File: src/rtl/kbd_scan.sv
// rtl/kbd_scan.sv - 4x4 keypad scanner with frame debounce and key history
// Optional history register: define KBD_WORD_EN.
module kbd_scan #(
  parameter int SCAN_DIV       = 100000,
  parameter int DEBOUNCE_SCANS = 10
) (
  input  logic        clk,
  input  logic        reset,
  input  logic [3:0]  row,
  output logic [3:0]  col,
  output logic        key_valid,
  output logic [7:0]  key_ascii,
  output logic        key_down,
  output logic [31:0] word
);

  localparam int TW = $clog2(SCAN_DIV);
  localparam int CW = $clog2(DEBOUNCE_SCANS + 1);
  localparam logic [TW-1:0] T_LAST  = TW'(SCAN_DIV - 1);
  localparam logic [CW-1:0] CNT_MAX = CW'(DEBOUNCE_SCANS);
  localparam logic [CW-1:0] CNT_ONE = CW'(1);
  localparam logic [4:0]    NONE    = 5'd16;

  logic [3:0]    sync1_q, sync2_q;
  logic [1:0]    c_q, c_d;
  logic [TW-1:0] t_q, t_d;
  logic [3:0]    col_q, col_d;
  logic [15:0]   frame_q, frame_d;
  logic [4:0]    cand_q, cand_d;
  logic [4:0]    stable_q, stable_d;
  logic [CW-1:0] cnt_q, cnt_d;
  logic          key_valid_q, key_valid_d;
  logic [7:0]    key_ascii_q, key_ascii_d;
  logic          key_down_q, key_down_d;
  logic [4:0]    code;
  logic          sample;

  function automatic logic [7:0] key_to_ascii(input logic [3:0] idx);
    case (idx)
      4'd0:  key_to_ascii = "1";
      4'd1:  key_to_ascii = "4";
      4'd2:  key_to_ascii = "7";
      4'd3:  key_to_ascii = "0";
      4'd4:  key_to_ascii = "2";
      4'd5:  key_to_ascii = "5";
      4'd6:  key_to_ascii = "8";
      4'd7:  key_to_ascii = "f";
      4'd8:  key_to_ascii = "3";
      4'd9:  key_to_ascii = "6";
      4'd10: key_to_ascii = "9";
      4'd11: key_to_ascii = "e";
      4'd12: key_to_ascii = "a";
      4'd13: key_to_ascii = "b";
      4'd14: key_to_ascii = "c";
      default: key_to_ascii = "d";
    endcase
  endfunction

  always_comb begin
    c_d         = c_q;
    t_d         = t_q;
    frame_d     = frame_q;
    cand_d      = cand_q;
    stable_d    = stable_q;
    cnt_d       = cnt_q;
    key_valid_d = 1'b0;
    key_ascii_d = key_ascii_q;
    key_down_d  = key_down_q;
    code        = NONE;
    sample      = (t_q == T_LAST);

    if (sample) begin
      t_d = '0;
      c_d = c_q + 2'd1;
      frame_d[{c_q, 2'b00} +: 4] = ~sync2_q;
    end else begin
      t_d = t_q + 1'b1;
    end

    // Scan downward so the lowest pressed index wins.
    for (int i = 15; i >= 0; i--) begin
      if (frame_d[i]) code = 5'(i);
    end

    if (sample && c_q == 2'd3) begin
      if (code == cand_q) begin
        if (cnt_q != CNT_MAX) cnt_d = cnt_q + CNT_ONE;
      end else begin
        cand_d = code;
        cnt_d  = CNT_ONE;
      end
      if (cnt_d == CNT_MAX && cand_d != stable_q) begin
        stable_d = cand_d;
        if (cand_d == NONE) begin
          key_down_d = 1'b0;
        end else begin
          key_valid_d = 1'b1;
          key_ascii_d = key_to_ascii(cand_d[3:0]);
          key_down_d  = 1'b1;
        end
      end
    end

    col_d = ~(4'b0001 << c_d);
  end

  always_ff @(posedge clk) begin
    if (reset) begin
      sync1_q     <= 4'hF;
      sync2_q     <= 4'hF;
      c_q         <= 2'd0;
      t_q         <= '0;
      col_q       <= 4'b1110;
      frame_q     <= '0;
      cand_q      <= NONE;
      stable_q    <= NONE;
      cnt_q       <= '0;
      key_valid_q <= 1'b0;
      key_ascii_q <= 8'h20;
      key_down_q  <= 1'b0;
    end else begin
      sync1_q     <= row;
      sync2_q     <= sync1_q;
      c_q         <= c_d;
      t_q         <= t_d;
      col_q       <= col_d;
      frame_q     <= frame_d;
      cand_q      <= cand_d;
      stable_q    <= stable_d;
      cnt_q       <= cnt_d;
      key_valid_q <= key_valid_d;
      key_ascii_q <= key_ascii_d;
      key_down_q  <= key_down_d;
    end
  end

  assign col       = col_q;
  assign key_valid = key_valid_q;
  assign key_ascii = key_ascii_q;
  assign key_down  = key_down_q;

`ifdef KBD_WORD_EN
  logic [31:0] word_q, word_d;

  always_comb begin
    word_d = word_q;
    if (key_valid_d) word_d = {word_q[23:0], key_ascii_d};
  end

  always_ff @(posedge clk) begin
    if (reset) word_q <= 32'h20202020;
    else       word_q <= word_d;
  end

  assign word = word_q;
`else
  assign word = 32'h20202020;
`endif

endmodule

File: config.mk
export PLATFORM = sky130hd
export DESIGN_NAME = kbd_scan
export DESIGN_NICKNAME = d
export VERILOG_FILES = /design/src/rtl/kbd_scan.sv
export SDC_FILE = /design/constraint.sdc
export NUM_CORES = 1
export LEC_CHECK = 0
export CORE_MARGIN = 4
export CORE_UTILIZATION = 55
export DETAILED_ROUTE_END_ITERATION = 8
export PLACE_DENSITY = 0.81
export SLEW_MARGIN = 15
export SYNTH_ARGS = -nofsm -noshare
export SYNTH_HDL_FRONTEND = slang
export SYNTH_SLANG_ARGS = --single-unit
File: constraint.sdc
create_clock -name clk -period 4.8 [get_ports clk]
set_input_delay 0.96 -clock clk [delete_from_list [all_inputs] [get_ports clk]]
set_output_delay 0.96 -clock clk [all_outputs]
set_load 0.05 [all_outputs]
==> results list, run 1 <==
- In this run the mean area of a mapped cell was approximately 8.3 um2.
* Worst setup path class: reg2reg
- Maximum capacitance violations: 0
- The startpoint identified for the worst register-to-register timing path is t_q[0].
* Number of DRC violations after detailed routing: 0
- The clock net in this run drives a total of around 70 sinks.
- The Yosys step of the flow raised 0 warnings.
* Number of instances resized during post-cts repair: 0
- Final Skew: ~15 ps
- Effective utilization at floorplan: between 50% and 60%
- Endpoint of the worst-slack reg-to-reg timing path: key_ascii[3]
- Vertical die dimension: about 96 um
- Worst setup slack for register-to-register paths: approximately 700 ps
- Cell accounting for the most synthesized area: dfxtp_1
- After detailed routing, the total wire length is between 9000 and 10000 um.
- Worst-path clk slew: around 80 ps
* Total setup buffers inserted after CTS: 0
- In the final routed layout, each cell accounts on average for ~15 um.
- In this run the most critical hold path is launched from sync1_q[2].
- Sequential cells were found to cover ~33% of the synthesized design area.
- Number of buffers inserted during clock tree synthesis: 9
* Sw Share: between 20 and 25%
* Worst-skew pair later-pin latency: about 350 ps
* Hold violation count in the final report: 0
- The share of synthesized area in the top cell type comes to between 30% and 40%.
- The die covers 0.009154 mm2.
* Total GRT Usage: 22.08%
- Clock tree from TritonCTS: done
- Class of the tightest hold or removal check: reg2reg
- The root buffer cell chosen for the clock tree is clkbuf_8.
- Dividing the final minimum period by the clock period gives between 80% and 90%.
- Cell Area, Synth: around 0.0042 mm2
- Across the VDD grid, the largest voltage drop is slightly above 0.2 mV.
- The share of total power dissipated in sequential elements is between 40% and 50%.
* Total number of placement rows: 31
- WHS Endpoint: sync2_q[2]
* Port-buffer cells: 17
- Derived from the worst setup path, the maximum achievable clock frequency is approximately 240 MHz.
* Share of cells above drive strength 1: under 10%
- For the pin with the worst max-slew slack, the measured transition is ~930 ps.
- Counting instances, the worst hold path has a depth of 1.
- In this run the remaining antenna-violating nets after routing total 0.
- Maximum number of pins on one net before global-route repair: between 50 and 60
- For this design the top-level I/O count stands at 52.
* Number of distinct library cells after synthesis: 68
* Maximum fanout count along the critical path: 9
- The tightest hold path in the finished design has a slack of roughly 400 ps.
- Final critical-path required period: 4111 ps
- Leading cell type by number of instances after synthesis: dfxtp_1
* Maximum single-stage delay on the critical path: 580 ps
* Setup TNS: 0 ps
- By area the synthesized netlist is led by dfxtp_1, buf_4, a21oi_1.
- In this run the tightest slew margin relative to its limit is 38.20%.
- The analysis attributes to net switching a power of 0.3073 mW.
* Number of search-and-repair iterations in the first detailed-routing pass: 5
- Power share of the clock group: between 40% and 50%
- For this run, asynchronously set or reset flops after synthesis account for 0%.
- The wire-length estimate of the detail-placed layout is approximately 6700 um.
- Routability-driven placement finished with a final weighted congestion of just over 0.9.
- The longest clock path from root to sink contains 2 buffers.
- First-pass GRT wire length: between 15000 and 20000 um
* H-tree levels: 3
- Final instance area: 0.004534 mm2
* Pre-CTS setup slack: 764.6 ps
* Area of the core: 0.007370 mm2
* Most common flop cell mapped by yosys: dfxtp_1
- For this design the ratio of total power to cell area is around 270 mW/mm2.
- STA classifies the critical path endpoint as a flop.
- In this run the static leakage power is 1.687 nW.
- Worst path required time: just over 5000 ps
* Cell count of the worst reg-to-reg path: 14
* Via-per-instance ratio: around 5.9
- Die Width: roughly 96 um
* Number of fill cells: approximately 660
- The number of antenna violations at the first check in global routing is 0.
* Flip-flop and latch count after synthesis: 69
* Final setup slack of the worst path: slightly below 700 ps
- Fraction of power consumed by combinational cells: under 10%
- The via count of the first global-routing pass was around 3500.
* Unrepaired setup endpoints after global routing: no
* Post-synthesis cell count: between 500 and 600
- Critical path launch point: t_q[0]
- At the end of the flow, the number of nets in the layout was around 540.
* Total global routing overflow: 0
* Number of synthesized flops with an enable pin: 0
- Critical path's slowest cell: nor4_4
- Antenna diode instance count: 0
* Ordered cell list for the critical path: ha_1 -> nand4_1 -> nor4_4 -> nand2_1 -> or3_1 -> nand3_1 -> a21oi_2 -> nor2_1 -> inv_1 -> ha_1 -> nand2_1 -> nand2b_1 -> or4_1 -> a21oi_1
- Slew Limit Fails: 0
- Cell internal power was estimated by the tool at 0.9316 mW.
* Final setup violating endpoints: 0
- Area growth from synthesis to final layout: 7.251%
- Hold-fix buffers, CTS: 0
* Routed via count: approximately 3700
* Violation count after the first detailed-routing iteration: 319
- The commonest cells after synthesis are dfxtp_1, a21oi_1, nand2_1.
- For the worst setup path, the data arrival time is between 4000 and 5000 ps.
* Total cell area at the placement stage: roughly 0.0043 mm2
- Element type at the critical path start: flop
- Outcome: completed
==> layout make-up <==
| type | count | area (um2) | share of cell area, % |
|---|---|---|---|
| Clock inverter | 6 | 112.6 | 2.483 |
| Inverter | 13 | 48.80 | 1.076 |
| Clock buffer | 9 | 123.9 | 2.732 |
| Multi-Input combinational cell | 408 | 2549 | 56.21 |
| Tap cell | 99 | 123.9 | 2.732 |
| Timing Repair Buffer | 21 | 195.2 | 4.305 |
| Sequential cell | 69 | 1381 | 30.46 |
==> power by group through the flow <==
stage               sequential [mW]  combinational, mW  clock [mW]
floorplan                     0.595             0.0999           0
global placement              0.597             0.0844           0
detailed placement            0.597             0.0849           0
CTS                           0.584             0.0852       0.576
global route                  0.585             0.0912       0.602
finish                        0.584             0.0859       0.569
==> metal layers <==
metal	part of all wire, %	track usage (%)	vias up
met5	0	0	-
met4	2.2	10.31	0
met3	7.6	4.420	27
met2	48	36.42	153
met1	42	27.53	1724
li1	-	-	1784
==> kinds of logic after synthesis <==
group | count (synthesis) | synth area share, %
AO/OA/AOI/OAI | 95 | 14.38
flip-flops | 69 | 32.67
AND/OR/NAND/NOR | 231 | 30.75
buffers and inverters | 67 | 9.885
other | 2 | 0.1776
multiplexers | 17 | 4.409
adder cells (fa/ha/maj) | 16 | 4.617
XOR/XNOR | 15 | 3.107
==> sequential cells by signal (all words and copies together), names as in the netlist <==
| name | flops |
|---|---|
| sync1_q | 4 |
| t_q | 17 |
| key_ascii | 6 |
| frame_q | 16 |
| sync2_q | 4 |
| stable_q | 5 |
| key_valid | 1 |
| col | 4 |
| c_q | 2 |
| cnt_q | 4 |
| key_down | 1 |
| cand_q | 5 |
==> per-stage QoR <==
stage,utilization [%],std cells,total power [mW]
2_1_floorplan,-,544,0.6947
3_3_place_gp,58.32,610,0.6816
3_5_place_dp,58.32,610,0.6822
4_1_cts,61.53,625,1.245
5_1_grt,61.53,625,1.278
6_report,61.53,625,1.239
==> layout by cell type, fill, tap and decap left out, drive strengths merged, types with 8 or more instances in the layout <==
master          n
a21oi          51
clkbuf          9
clkdlybuf4s50  16
conb           34
dfxtp          69
ha             14
inv            13
mux2i          13
nand2          51
nand3          26
nand4          16
nor2           42
nor2b           9
nor4           10
o21ai           8
o31ai          10
or2             9
or3            22
xor2           10
==> critical path, delay by kind of cell (launching register included) <==
kind	cells	cell delay, ps
AND/OR/NAND/NOR	9	2790
adder cells (fa/ha/maj)	2	480
flip-flops	1	380
AO/OA/AOI/OAI	2	230
buffers and inverters	1	160
==> worst max-delay path by stage <==
stage,endpoint,depth (start not counted)
floorplan,key_ascii[3],14
detailed placement,key_ascii[3],14
finish,key_ascii[3],14
CTS,key_ascii[3],14
global route,key_ascii[3],14
global placement,key_ascii[3],11
Power figures use the tool's default switching activity.
==> run 2, diff against run 1 <==
--- a/config.mk
+++ b/config.mk
@@ -5,11 +5,10 @@
 export SDC_FILE = /design/constraint.sdc
 export NUM_CORES = 1
 export LEC_CHECK = 0
-export CORE_MARGIN = 4
 export CORE_UTILIZATION = 55
 export DETAILED_ROUTE_END_ITERATION = 8
 export PLACE_DENSITY = 0.81
-export SLEW_MARGIN = 15
+export SLEW_MARGIN = 30
 export SYNTH_ARGS = -nofsm -noshare
 export SYNTH_HDL_FRONTEND = slang
 export SYNTH_SLANG_ARGS = --single-unit
==> run 2 against run 1 <==
  * Flip-flop and latch count stayed put
  * Register-to-register slack worse by 230 ps
  * Hold slack improved by 1.3 ps
  * First-iteration DRC count fell by 8.5%
  * Clock power shrank 5.4%
  * Global-route usage increased by 2.7 points
  * Via count is 0.95% lower
  * Setup slack got worse by 230 ps
  * Design area is 0.66% lower
  * Largest cell class unchanged
  * Largest power group unchanged
==> results list, run 2 (synthesis results as in run 1) <==
- Worst path required time: 5030 ps (-30 ps)
- H-tree levels: 3 (unchanged)
- Hold slack: 412.5 ps (+1.282 ps)
- Effective utilization at floorplan: 57.67% (+0.30 points)
- Number of search-and-repair iterations in the first detailed-routing pass: 5 (unchanged)
- The top achievable clock speed came to 230.2 MHz (-5.3%).
* Outcome: completed
- Routed via count: 3653 (-0.95%)
- The number of hold violations in the final report is 0 (unchanged).
* Port-buffer cells: 17 (unchanged)
* Worst-path clk slew: 80 ps (about the same)
- The die area is 0.008042 mm2 (-12%).
- t_q holds more flip-flops than any other register.
- Setup TNS: 0 ps (unchanged)
- Fin crit share: 90.48% (+4.8 points)
- Clock tree from TritonCTS: done
- The path class of the tightest hold or removal check is reg2reg.
- The number of DRC markers in iteration 0 is 292 (-8.5%).
- The number of antenna repair diodes was 0 (unchanged).
- Die Width: 89.68 um (-6.3%)
- The worst setup path is launched from a flop.
- Top library cells by usage in the layout, fill and taps aside: dfxtp_1, a21oi_1, nand2_1, nor2_1, conb_1
- The final worst clock skew is 10.74 ps (-4.314 ps).
- Total setup buffers inserted after CTS: 0 (unchanged)
- Final critical-path required period: 4343 ps (+232.1 ps)
- The area growth from synthesis to layout is 6.540%.
- Setup repair after global routing left no endpoint under its margin.
- Vertical die dimension: 89.68 um (-6.3%)
- Root Buffer Master: clkbuf_8
- Endpoint class of the critical path: flop
- The total of endpoints with negative setup slack in the final report was 0 (unchanged).
- The count of final max-slew check failures is 0 (unchanged).
- I/O Pins: 52 (unchanged)
- The residual antenna-violating net count after detailed routing came to 0 (unchanged).
* Leading cell type in the layout, fill and taps excluded: dfxtp_1
- The routed length per instance came to 15.05 um (-0.14%).
* Hold-fix buffers, CTS: 0 (unchanged)
* Half-perimeter wire length after placement: 6594 um (-1.9%)
* Number of DRC violations after detailed routing: 0 (unchanged)
* Worst setup path class: reg2reg
- Share of cells above drive strength 1: 9.524% (-0.36 points)
* Maximum ir drop on the vdd rail: 0.2071 mV (+1.1%)
* Data arrival time at the worst-slack endpoint: 4570 ps (+190 ps)
- Total global routing overflow: 0 (unchanged)
* Initial antenna violation count: 0 (unchanged)
- The clock net sink count was 69 (unchanged).
* Total GRT Usage: 24.78% (+2.7 points)
- The net total in the final layout came to 540 (-0.37%).
- The standby leakage power came to 1.665 nW (-1.3%).
* Power Density: 268.3 mW/mm2 (-1.8%)
- Maximum fanout count along the critical path: 18 (+9)
- The reg2reg setup slack is 460 ps (-230 ps).
- The global placer's final weighted congestion is 0.8910 (-2.3%).
- Via-per-instance ratio: 5.854 (-0.79%)
- The insertion delay of the later-clocked pin in the worst-skew pair was 360 ps (about the same).
* Number of flip-flops in the largest register: 17 (unchanged)
- Actual slew at the worst max-slew pin: 948.7 ps (+21.76 ps)
* Area of the core: 0.007331 mm2 (-0.53%)
- The number of filler cells placed in the layout is 623 (-4.9%).
* Maximum capacitance violations: 0 (unchanged)
* Maximum number of pins on one net before global-route repair: 53 (unchanged)
- Worst slew slack as a fraction of its limit: 36.75% (-1.5 points)
- The via count of the first global-routing pass is 3333 (-6.1%).
- The post-cts gate resize count came to 0 (unchanged).
- The number of buffers inserted during clock tree synthesis came to 9 (unchanged).
* Total wire length after detailed routing: 9394 um (-0.30%)
* Total number of placement rows: 31 (unchanged)
- The buffer depth of the longest clock path was 2 (unchanged).
- The global-route wire length before repair was 15390 um (-4.5%).
run 2: cell count changes in the layout (fill, tap and decap cells not counted):
cell / before / now
clkinvlp_4: 0 / 1
clkbuf_1: 0 / 1
clkinv_2: 1 / 0
buf_4: 4 / 2
inv_6: 0 / 2
clkinv_4: 2 / 1
bufinv_16: 3 / 2
run 2: power breakdown:
part	internal, mW	switching (mW)
Sequential	0.577	0.00672
Combinational	0.0109	0.0749
Clock	0.297	0.241
Total	0.886	0.323
run 2: worst max-delay path: stages (launching register included):
cell	delay [ps]
dfxtp_1	370
or4_4	580
nor4_4	270
buf_4	230
nand2_2	210
or3_1	390
a31oi_2	300
nor2_1	100
o21bai_1	490
inv_1	170
ha_1	240
nand2_1	110
and3_1	160
nand4_1	170
o41ai_1	430
run 2: metrics by stage:
step                area, um2  total power [mW]  util [%]  instances  worst slack, ps
detailed placement       4283            0.6824     58.42        608            546.9
floorplan                4348            0.6947         -        544             1156
finish                   4504             1.208     61.44        624            456.7
CTS                      4504             1.214     61.44        624            486.3
global route             4504             1.246     61.44        624            144.2
global placement         4283            0.6815     58.42        608            771.8
run 2: path summary, 6_finish.rpt:
check	endpoint	cells past startpoint	start
worst max-delay path	key_ascii[4]	14	t_q[12]
worst min-delay path	sync2_q[0]	1	sync1_q[0]
worst max register to register	key_ascii[4]	14	t_q[12]
worst min register to register	sync2_q[0]	1	sync1_q[0]
run 2: area by class of cell:
class,count,area (um2),share of cell area [%]
clock buffers,10,127.6,2.833
clock inverters,6,93.84,2.083
inverters,13,48.80,1.083
multi-input cells,408,2549,56.58
flip-flops and latches,69,1381,30.67
well taps,99,123.9,2.750
repair buffers,19,180.2,4.000
run 2: layer usage:
metal	global-route usage (%)	routed length, um	vias to the layer above
li1	-	-	1771
met1	30.91	4113	1709
met2	43.11	4631	158
met3	5.759	540	15
met4	6.205	108	0
met5	0	0	-
==> run 3, diff against run 2 <==
--- a/config.mk
+++ b/config.mk
@@ -5,10 +5,12 @@
 export SDC_FILE = /design/constraint.sdc
 export NUM_CORES = 1
 export LEC_CHECK = 0
+export CORE_MARGIN = 2
 export CORE_UTILIZATION = 55
 export DETAILED_ROUTE_END_ITERATION = 8
+export HOLD_SLACK_MARGIN = 0.02
 export PLACE_DENSITY = 0.81
-export SLEW_MARGIN = 30
+export SLEW_MARGIN = 40
 export SYNTH_ARGS = -nofsm -noshare
 export SYNTH_HDL_FRONTEND = slang
 export SYNTH_SLANG_ARGS = --single-unit
==> run 3 against run 2 <==
  * Combinational power about the same
  * Power increased by 0.97%
  * Utilization increased by 0.38 points
  * Register-to-register slack improved by 270 ps
  * Hold slack got worse by 2.1 ps
  * Non-clock buffer count increased by 2
  * Critical endpoint is now key_ascii[3]
==> results list, run 3 (synthesis results as in run 1) <==
* Unrepaired setup endpoints after global routing: no
- Worst setup path class: reg2reg
- The final wirelength is 9377 um (-0.18%).
- Highest achievable clock rate: 245.6 MHz (+6.7%)
- The number of DRC markers in iteration 0 was 267 (-8.6%).
* Vertical die dimension: 91.68 um (+2.2%)
- More flip-flops sit in one register than any other, and that register is t_q.
* Endpoint of the most critical setup path: key_ascii[3]
* Number of global-route vias before repair: 3443 (+3.3%)
- Actual slew at the worst max-slew pin: 526.6 ps (-422.2 ps)
- Element type at the critical path start: flop
* Top library cells by usage in the layout, fill and taps aside: dfxtp_1, a21oi_1, nand2_1, nor2_1, conb_1
- The global placer's final weighted congestion came to 0.9528 (+6.9%).
- The final sum of negative setup slack is 0 ps (unchanged).
* Routed via count: 3594 (-1.6%)
- The flip-flop count of the largest register after layout came to 17 (unchanged).
- The arrival time reported for the critical path endpoint came to 4360 ps (-210 ps).
- The worst voltage drop across the vdd grid was 0.2456 mV (+19%).
- Outcome: completed
- The final non-filler cell area came to 0.004532 mm2 (+0.61%).
- Total number of clock tree sinks: 69 (unchanged)
* Total power of the final layout: 1.220 mW (+0.97%)
* Maximum capacitance violations: 0 (unchanged)
- The standby leakage power was 1.681 nW (+0.97%).
- The number of buffers added on ports is 17 (unchanged).
- The number of antenna violations at the first check in global routing is 0 (unchanged).
- The critical path starts at t_q[15].
* Worst reg2reg startpoint: t_q[15]
- The worst setup path is captured at a flop.
- The row count came to 31 (unchanged).
* Worst slew slack as a fraction of its limit: 63.89% (+27 points)
- The die area was 0.008404 mm2 (+4.5%).
* Hold violation count in the final report: 0 (unchanged)
- Routed Antenna Nets: 0 (unchanged)
* Worst-path clk slew: 80 ps (about the same)
- The final critical path time including I/O delays and setup was 4071 ps (-272.4 ps).
- The reg2reg setup slack came to 730 ps (+270 ps).
* Number of instances resized during post-cts repair: 0 (unchanged)
- Half-perimeter wire length after placement: 6708 um (+1.7%)
* Worst-skew pair later-pin latency: 360 ps (about the same)
- Drt wl/cell: 14.98 um (-0.50%)
* Maximum fanout count along the critical path: 14 (-4)
- The total of endpoints with negative setup slack in the final report is 0 (unchanged).
- The H-tree depth reported by CTS is 3 (unchanged).
* Total GRT Usage: 23.12% (-1.7 points)
* Final Skew: 10.19 ps (-0.5531 ps)
- The residual overflow from global routing was 0 (unchanged).
* Class of the tightest hold or removal check: reg2reg
- Area of the core: 0.007331 mm2 (unchanged)
- The number of setup buffers added after CTS came to 0 (unchanged).
- Number of buffers inserted during clock tree synthesis: 9 (unchanged)
- First-pass GRT wire length: 15840 um (+2.9%)
- Maximum number of pins on one net before global-route repair: 53 (unchanged)
* Nets@finish: 542 (+0.37%)
- Relative to the synthesized area, the layout overhead comes to 7.192%.
* Number of search-and-repair iterations in the first detailed-routing pass: 4 (-1)
* Effective utilization at floorplan: 57.67% (unchanged)
* Number of DRC violations after detailed routing: 0 (unchanged)
- The number of buffers inserted for hold repair after clock tree synthesis came to 0 (unchanged).
- Share of cells above drive strength 1: 10.06% (+0.53 points)
- Root Buffer Master: clkbuf_8
- Slew Limit Fails: 0 (unchanged)
- The x dimension of the die was 91.68 um (+2.2%).
- Endpoint of the worst-slack reg-to-reg timing path: key_ascii[3]
- Antenna diode instance count: 0 (unchanged)
* Number of buffers between clock root and the deepest sink: 2 (unchanged)
* Leading cell type in the layout, fill and taps excluded: dfxtp_1
* Power Density: 269.2 mW/mm2 (+0.35%)
* Cell count of the worst reg-to-reg path: 11 (-3)
* Via-per-instance ratio: 5.741 (-1.9%)
* Clock tree from TritonCTS: done
* Fin crit share: 84.81% (-5.7 points)
- Total cell area at the placement stage: 0.004300 mm2 (+0.41%)
- Worst path required time: 5090 ps (+60 ps)
* I/O Pins: 52 (unchanged)
## run 3: metal layers
layer | wire [um] | vias to the layer above | share of wire (%) | GRT usage (%)
met5 | 0 | - | 0 | 0
met4 | 195 | 0 | 2.1 | 10.35
li1 | - | 1783 | - | -
met2 | 4576 | 118 | 49 | 38.36
met1 | 4063 | 1673 | 43 | 28.98
met3 | 542 | 20 | 5.8 | 4.601
## run 3: where the power goes
group | internal, mW | switching [mW] | total [mW]
Clock | 0.310 | 0.239 | 0.549
Combinational | 0.0111 | 0.0749 | 0.0860
Sequential | 0.578 | 0.00711 | 0.585
Total | 0.899 | 0.321 | 1.22
## run 3: worst min path at each step
stage	startpoint	to	slack, ps	cells past startpoint
5_1_grt	sync1_q[0]	sync2_q[0]	430	1
3_5_place_dp	sync1_q[2]	sync2_q[2]	390	1
6_report	sync1_q[2]	sync2_q[2]	410	1
4_1_cts	sync1_q[2]	sync2_q[2]	410	1
3_3_place_gp	sync1_q[1]	sync2_q[1]	390	1
2_1_floorplan	sync1_q[0]	sync2_q[0]	390	1
## run 3: through the flow
step / setup slack [ps] / hold slack (ps) / utilization (%) / instances
floorplan: 1156 / 389.5 / - / 544
global placement: 901.7 / 391.7 / 58.63 / 610
detailed placement: 746.2 / 393.7 / 58.66 / 610
CTS: 720.9 / 412.2 / 61.82 / 626
global route: 375.7 / 428.8 / 61.82 / 626
finish: 729.1 / 410.4 / 61.82 / 626
## run 3: worst max-delay path: stages, from the launching register on
cell,delay [ps]
dfxtp_1,380
or4bb_1,590
nor4_4,290
buf_4,240
and2_1,380
a21oi_1,230
a211oi_4,520
and3b_1,230
o32a_2,180
nand3_2,230
or4_1,590
a21oi_1,140
## run 3: final cells by class
type | instances | area (um2)
Multi-Input combinational cell | 408 | 2549
Timing Repair Buffer | 21 | 197.7
Fill cell | 625 | 2799
Inverter | 13 | 48.80
Clock inverter | 6 | 93.84
Sequential cell | 69 | 1381
Clock buffer | 10 | 137.6
Tap cell | 99 | 123.9
